File: src/rtl/fetch_unit.sv
// rtl/fetch_unit.sv - instruction fetch stage: PC, imem req/ack fetch FSM, decoded fields
//
// Ports:
//   clk, reset            clock and synchronous active-high reset
//   imem_req, imem_addr   fetch request and address (address is the PC)
//   imem_ack, imem_rdata  memory acknowledge and returned instruction word
//   Instr, Cond, Op,      registered instruction word and its field slices
//   Funct, Rd
//   instr_valid           Instr holds a live instruction
//   instr_ready           downstream retires the current instruction
//   PCSrc, branch_target  redirect select and target, sampled on retire only
//   PC, PCPlus8           current instruction address and PC + 8
//   fetch_err             one-cycle pulse when a request times out
//   instr_count           retired-instruction counter
module fetch_unit #(
  parameter logic [31:0] RESET_PC = 32'h0000_0000,
  parameter int          TIMEOUT  = 15,
  parameter int          CNT_W    = 32
) (
  input  logic             clk,
  input  logic             reset,
  output logic             imem_req,
  output logic [31:0]      imem_addr,
  input  logic             imem_ack,
  input  logic [31:0]      imem_rdata,
  output logic [31:0]      Instr,
  output logic [3:0]       Cond,
  output logic [1:0]       Op,
  output logic [5:0]       Funct,
  output logic [3:0]       Rd,
  output logic             instr_valid,
  input  logic             instr_ready,
  input  logic             PCSrc,
  input  logic [31:0]      branch_target,
  output logic [31:0]      PC,
  output logic [31:0]      PCPlus8,
  output logic             fetch_err,
  output logic [CNT_W-1:0] instr_count
);

  localparam int WAIT_W = (TIMEOUT > 1) ? $clog2(TIMEOUT) : 1;
  localparam logic [WAIT_W-1:0] WAIT_LAST = WAIT_W'(TIMEOUT - 1);

  typedef enum logic [1:0] {
    S_IDLE  = 2'd0,
    S_REQ   = 2'd1,
    S_VALID = 2'd2
  } state_t;

  state_t            state;
  state_t            state_nxt;
  logic [WAIT_W-1:0] wait_cnt;
  logic              timeout_hit;
  logic              retire;

  // An ack on the terminal-count cycle takes priority over the timeout.
  assign timeout_hit = (state == S_REQ) && !imem_ack && (wait_cnt == WAIT_LAST);
  assign retire      = (state == S_VALID) && instr_ready;

  always_ff @(posedge clk) begin
    if (reset) begin
      state <= S_IDLE;
    end else begin
      state <= state_nxt;
    end
  end

  always_comb begin
    state_nxt = state;
    unique case (state)
      S_IDLE:  state_nxt = S_REQ;
      S_REQ: begin
        if (imem_ack) begin
          state_nxt = S_VALID;
        end else if (timeout_hit) begin
          state_nxt = S_IDLE;
        end
      end
      S_VALID: begin
        if (instr_ready) begin
          state_nxt = S_IDLE;
        end
      end
      default: state_nxt = S_IDLE;
    endcase
  end

  always_comb begin
    imem_req = 1'b0;
    if (state == S_REQ) begin
      imem_req = 1'b1;
    end
  end

  always_ff @(posedge clk) begin
    if (reset) begin
      PC          <= RESET_PC;
      Instr       <= 32'h0;
      instr_valid <= 1'b0;
      fetch_err   <= 1'b0;
      instr_count <= '0;
      wait_cnt    <= '0;
    end else begin
      fetch_err <= timeout_hit;

      if (state == S_REQ) begin
        if (imem_ack) begin
          Instr       <= imem_rdata;
          instr_valid <= 1'b1;
          wait_cnt    <= '0;
        end else if (timeout_hit) begin
          wait_cnt <= '0;
        end else begin
          wait_cnt <= wait_cnt + WAIT_W'(1);
        end
      end

      if (retire) begin
        // Redirect targets are forced word-aligned.
        PC          <= PCSrc ? (branch_target & 32'hFFFF_FFFC) : PC + 32'd4;
        instr_count <= instr_count + CNT_W'(1);
        instr_valid <= 1'b0;
      end
    end
  end

  assign imem_addr = PC;
  assign PCPlus8   = PC + 32'd8;
  assign Cond      = Instr[31:28];
  assign Op        = Instr[27:26];
  assign Funct     = Instr[25:20];
  assign Rd        = Instr[15:12];

endmodule
File: config.mk
export PLATFORM = sky130hd
export DESIGN_NAME = fetch_unit
export DESIGN_NICKNAME = d
export VERILOG_FILES = /design/src/rtl/fetch_unit.sv
export SDC_FILE = /design/constraint.sdc
export NUM_CORES = 1
export LEC_CHECK = 0
export BUFFER_PORTS_ARGS = -buffer_cell sky130_fd_sc_hd__buf_4
export CORE_AREA = 4 4 118 120
export CTS_CLUSTER_DIAMETER = 150
export DETAILED_ROUTE_END_ITERATION = 12
export DIE_AREA = 0 0 122 124
export GPL_TIMING_DRIVEN = 1
export PLACE_DENSITY = 0.76
export SLEW_MARGIN = 20
export SYNTH_ARGS = -nofsm -noshare
export SYNTH_HDL_FRONTEND = slang
export SYNTH_SLANG_ARGS = --single-unit
File: constraint.sdc
create_clock -name clk -period 3.1 [get_ports clk]
set_input_delay 0.93 -clock clk [delete_from_list [all_inputs] [get_ports clk]]
set_output_delay 0.93 -clock clk [all_outputs]
set_load 0.05 [all_outputs]
==> Word level (Yosys, flattened, before mapping) <==
Index checks and enable logic that the tools add are counted.
{ "word_totals": {"ff_bits": 104, "output_inout_bits": 179, "word_cells": 32} }
{ "op_classes": {"add_sub_neg": 4, "eq_ne": 5, "muxes": 8, "reduce_logical": 8} }
{ "ops": {"columns": ["cell", "count"], "rows": [
  ["32-bit by 1-bit adder with 32-bit output, second input constant", 1],
  ["32-bit by 3-bit adder with 32-bit output, second input constant", 1],
  ["32-bit by 4-bit adder with 32-bit output, second input constant", 1],
  ["32-bit two-way mux", 1],
  ["4-bit two-way mux", 2],
  ["2-bit two-way mux", 3],
  ["2-bit one-hot mux with 3 select lines", 1],
  ["4-bit by 1-bit adder with 4-bit output, second input constant", 1],
  ["4-bit == test, second input constant", 1],
  ["2-bit AND reduction", 2],
  ["1-bit logical AND", 3],
  ["3-bit inequality test, second input constant", 1],
  ["2-bit by 1-bit == test with 1-bit output, second input constant", 1],
  ["2-bit == test, second input constant", 1],
  ["2-bit zero test", 1],
  ["2-bit inequality test, second input constant", 1],
  ["2-bit OR reduction", 1],
  ["1-bit zero test", 1],
  ["1-bit two-way mux", 1]
]} }

==> Longest topological paths before layout <==
{ "logic_depth": {"ltp_word": 6, "ltp_mapped": 7, "depth_no_buf": 7} }

==> Worst setup path after synthesis <==
OpenSTA, ideal clock, no wires.
{ "synth_path": {"kind": "register -> output", "start": "register PC[6]", "end": "output port PCPlus8[26]", "arrival_time_ns": 2.712, "required_ns": 2.170, "path_slack_ns": -0.542, "stages_incl_launch_ff": 7, "path_buffers": 1, "path_cell_list": "dfxtp_1 > buf_2 > and3_1 > nand3_1 > nor3_1 > nand4_1 > xnor2_1"} }
{ "synth_between": {"elab_chain_len": 1} }
{ "synth_lines": {"columns": ["element", "line_no", "rtl"], "rows": [
  ["start, declared", "35", "output logic [31:0] PC,"],
  ["start signal, assigned", "120", "PC <= PCSrc ? (branch_target & 32'hFFFF_FFFC) : PC + 32'd4;"],
  ["32-bit by 4-bit adder with 32-bit output", "128", "assign PCPlus8 = PC + 32'd8;"],
  ["end, declared", "36", "output logic [31:0] PCPlus8,"]
]} }
Every way passes these cells.

==> Worst setup path after layout <==
{ "layout_path": {"start": "register PC[6]", "end": "output port PCPlus8[14]"} }
Same word-level chain as after synthesis.

==> metrics.md <==
| Metric | Value |
|---|---|
| Crit-path cells | `and3_4 -> nand3_2 -> or3_4 -> buf_4 -> xnor2_2 -> buf_4` |
| Die footprint | `about 15000 um^2` |
| Max-Cap Viols | `0` |
| Drt drc | `0` |
| Relative slew slack | `roughly 54%` |
| Cell mode on critical path | `buf_4` |
| Clk_skew | `between 0.01 and 0.015 ns` |
| Clk_lat worst skew | `between 0.3 and 0.4 ns` |
| Dpl hpwl | `~12000 um` |
| Avg Cell Area, Syn | `~7.7 um^2` |
| Share of cells above drive strength 1 | `between 30% and 40%` |
| Initial antenna violation count | `0` |
| Initial core utilization | `44.0%` |
| Clock transition at the registers of the reported paths | `~0.07 ns` |
| CP max stage cell | `or3_4` |
| Clk buf depth | `2` |
| Critical path's largest stage delay | `0.45 ns` |
| Pwr per Cell Area | `roughly 370 nW/um^2` |
| Post-CTS Hold Fix Bufs | `0` |
| Synth top area share | `between 30% and 40%` |
| Tcrit/Tclk final | `97.2%` |
| Seq cells post-synth | `around 100` |
| Dpl cells | `between 1000 and 1500` |
| First-pass GRT wire length | `between 20000 and 30000 um` |
| Core area | `between 10000 and 15000 um^2` |
| Data required, critical path | `2.17 ns` |
| Drt wl/cell | `around 15 um` |
| TritonCTS buffer count | `9` |
| Fill cells | `1154` |
| Number of diodes | `0` |
| Fin cells | `1119` |
| Die Y | `around 120 um` |
| Number of synthesized flops with an enable pin | `0` |
| Largest net degree at the start of global routing | `76` |
| Leak Pwr | `about 3.5 nW` |
| Worst Path Arrival | `roughly 2.1 ns` |
| Syn Std Cell Area | `5720 um^2` |
| Ys async rst share | `0%` |
| Via/cell ratio | `between 5 and 6` |
| Area contributors post-synth | `dfxtp_1 36%, nand2_1 8.1%, buf_4 7.2%, a21oi_1 5.5%, xor2_1 5.2%` |
| CTS Sinks | `between 100 and 150` |
| Unique cell type count in the Yosys netlist | `52` |
| Vias in the first global route | `between 5000 and 6000` |
| Status | `complete, no violations` |
| Worst hold margin | `~0.45 ns` |
| IO Port Bufs | `about 240` |
| DR vias | `between 5000 and 6000` |
| Hold path start | `Instr[19]` |
| Fmax | `between 300 and 400 MHz` |
| RePlAce Congestion | `between 0.8 and 0.9` |
| CTS H-tree lvls | `3` |
| Clock root buffer | `clkbuf_16` |
| Die width | `122 um` |
| P&R area growth vs syn | `41.1%` |
| Final core utilization | `between 60% and 70%` |
| Dominant cell type by area after synthesis | `dfxtp_1` |
| Cell family with most CP delay | `simple AND/OR/NAND/NOR gates` |
| Start point of the critical path | `PC[6]` |
| Slew @ Worst Pin | `~0.69 ns` |
| Setup slack, reg-to-reg | `0.81 ns` |
| Max-slew violation count | `0` |
| NumNets Final | `approximately 1000` |
| Hold Fails Final Rpt | `0` |
| Count leader, synth | `nand2_1` |
| TritonRoute pass-1 iters | `5` |
| IO Count | `roughly 250` |
| DRT iter0 DRCs | `about 460` |
| Setup violations, final | `0` |
| Seq/Total Area, Yosys | `between 30 and 40%` |
| Crit. End Element | `primary output` |
| WL final | `between 15000 and 20000 um` |
| Synth Warn # | `0` |
| Main synth FF type | `dfxtp_1` |
| Global route total overflow | `0` |
| Reg2reg start | `PC[2]` |
| Synth cell count leaders | `124 x nand2_1, 102 x dfxtp_1, 74 x nor2_1` |
| GRT Overall Usage | `between 20% and 30%` |
| Critical path class | `reg -> out` |
| Antenna-violating nets left | `0` |
| CP bufs+invs | `2` |
| Cells after synthesis | `around 750` |
| Rows | `42` |
| Peak VDD IR | `around 0.26 mV` |
| TritonCTS clock tree | `yes` |
| TNS Setup | `0 ns` |
| Maximum fanout along the worst path | `11` |
| Tmin final | `3.01 ns` |
| Critical Path Source Type | `flip-flop` |
| Worst hold path class | `reg -> reg` |
-- layer usage --
layer,GRT usage (%),vias to the layer above,part of all wire (%)
li1,-,2885,-
met1,26.9,2662,43
met2,33.6,173,48
met3,5.18,27,7.1
met4,6.79,0,1.9
met5,0,-,0
-- final cells by class --
| cell class | count | area, um^2 | share of cell area [%] |
|---|---|---|---|
| Sequential cell | 102 | 2080 | 25.9 |
| Tap cell | 176 | 220 | 2.73 |
| Timing Repair Buffer | 277 | 2090 | 25.9 |
| Multi-Input combinational cell | 543 | 3350 | 41.6 |
| Inverter | 5 | 18.8 | 0.233 |
| Clock buffer | 11 | 233 | 2.89 |
| Clock inverter | 5 | 66.3 | 0.822 |
-- registers in the layout, indices dropped and copies added, names as in the netlist --
signal,count
state,2
fetch_err,1
instr_valid,1
instr_count,32
Instr,32
PC,30
wait_cnt,4
-- timing repair --
action,in CTS,in global routing
buffers inserted,1,8
setup endpoints to repair,7,12
endpoints found under the hold margin,0,0
pin swaps,4,5
resized for setup,12,13
-- logic make-up after synthesis --
family / share of synthesized area [%]
xor gates and xnor gates: 8.28
and+or+nand+nor: 29.8
buffers and inverters: 10.6
muxes: 0.963
AOI/OAI and AO/OA: 13.2
other: 0.0656
adders and majority gates: 1.31
DFF: 35.7
-- where the power goes --
group          total [W]  leakage [nW]  internal (W)  switching, W
Clock            0.00115         0.142      0.000638      0.000510
Sequential       0.00137         0.837       0.00134     0.0000302
Combinational   0.000493          2.57      0.000165      0.000328
-- worst min-delay path, delay by kind of cell, from the launching register on --
kind	cells	cell delay (ns)
AO/OA/AOI/OAI	1	0.05
flip-flops	1	0.31
AND/OR/NAND/NOR	1	0.05
-- path summary, 6_finish.rpt --
kind / to / cells past startpoint
max: PCPlus8[14] / 6
max reg2reg: PC[30] / 7
min reg2reg: Instr[19] / 2
min: Instr[19] / 2
-- cell usage in the layout (no fill, tap or decap), drive strengths merged, types with 2 or more instances in the layout --
| cell | n |
|---|---|
| a211oi | 2 |
| a21o | 3 |
| a21oi | 63 |
| a22o | 4 |
| a22oi | 7 |
| a2bb2oi | 2 |
| a31oi | 9 |
| a32o | 2 |
| and2 | 8 |
| and3 | 13 |
| and4 | 3 |
| buf | 277 |
| clkbuf | 11 |
| conb | 6 |
| dfxtp | 102 |
| ha | 6 |
| inv | 7 |
| mux2i | 4 |
| nand2 | 124 |
| nand2b | 3 |
| nand3 | 33 |
| nand3b | 4 |
| nand4 | 26 |
| nor2 | 74 |
| nor2b | 5 |
| nor3 | 20 |
| nor3b | 5 |
| nor4 | 13 |
| o211ai | 3 |
| o21ai | 27 |
| o311ai | 3 |
| o31ai | 3 |
| or2 | 2 |
| or3 | 8 |
| xnor2 | 20 |
| xor2 | 34 |
-- metrics by stage --
stage | worst slack (ns) | area [um^2] | total power [W]
after floorplan | 0.00217 | 5960 | 0.00174
after global placement | 0.216 | 7600 | 0.00189
after detailed placement | 0.166 | 7600 | 0.00190
after CTS | 0.00145 | 7950 | 0.00305
after global routing | -0.00622 | 8060 | 0.00312
final | 0.0878 | 8060 | 0.00301
Note: power is estimated with default switching activity, not from simulation.
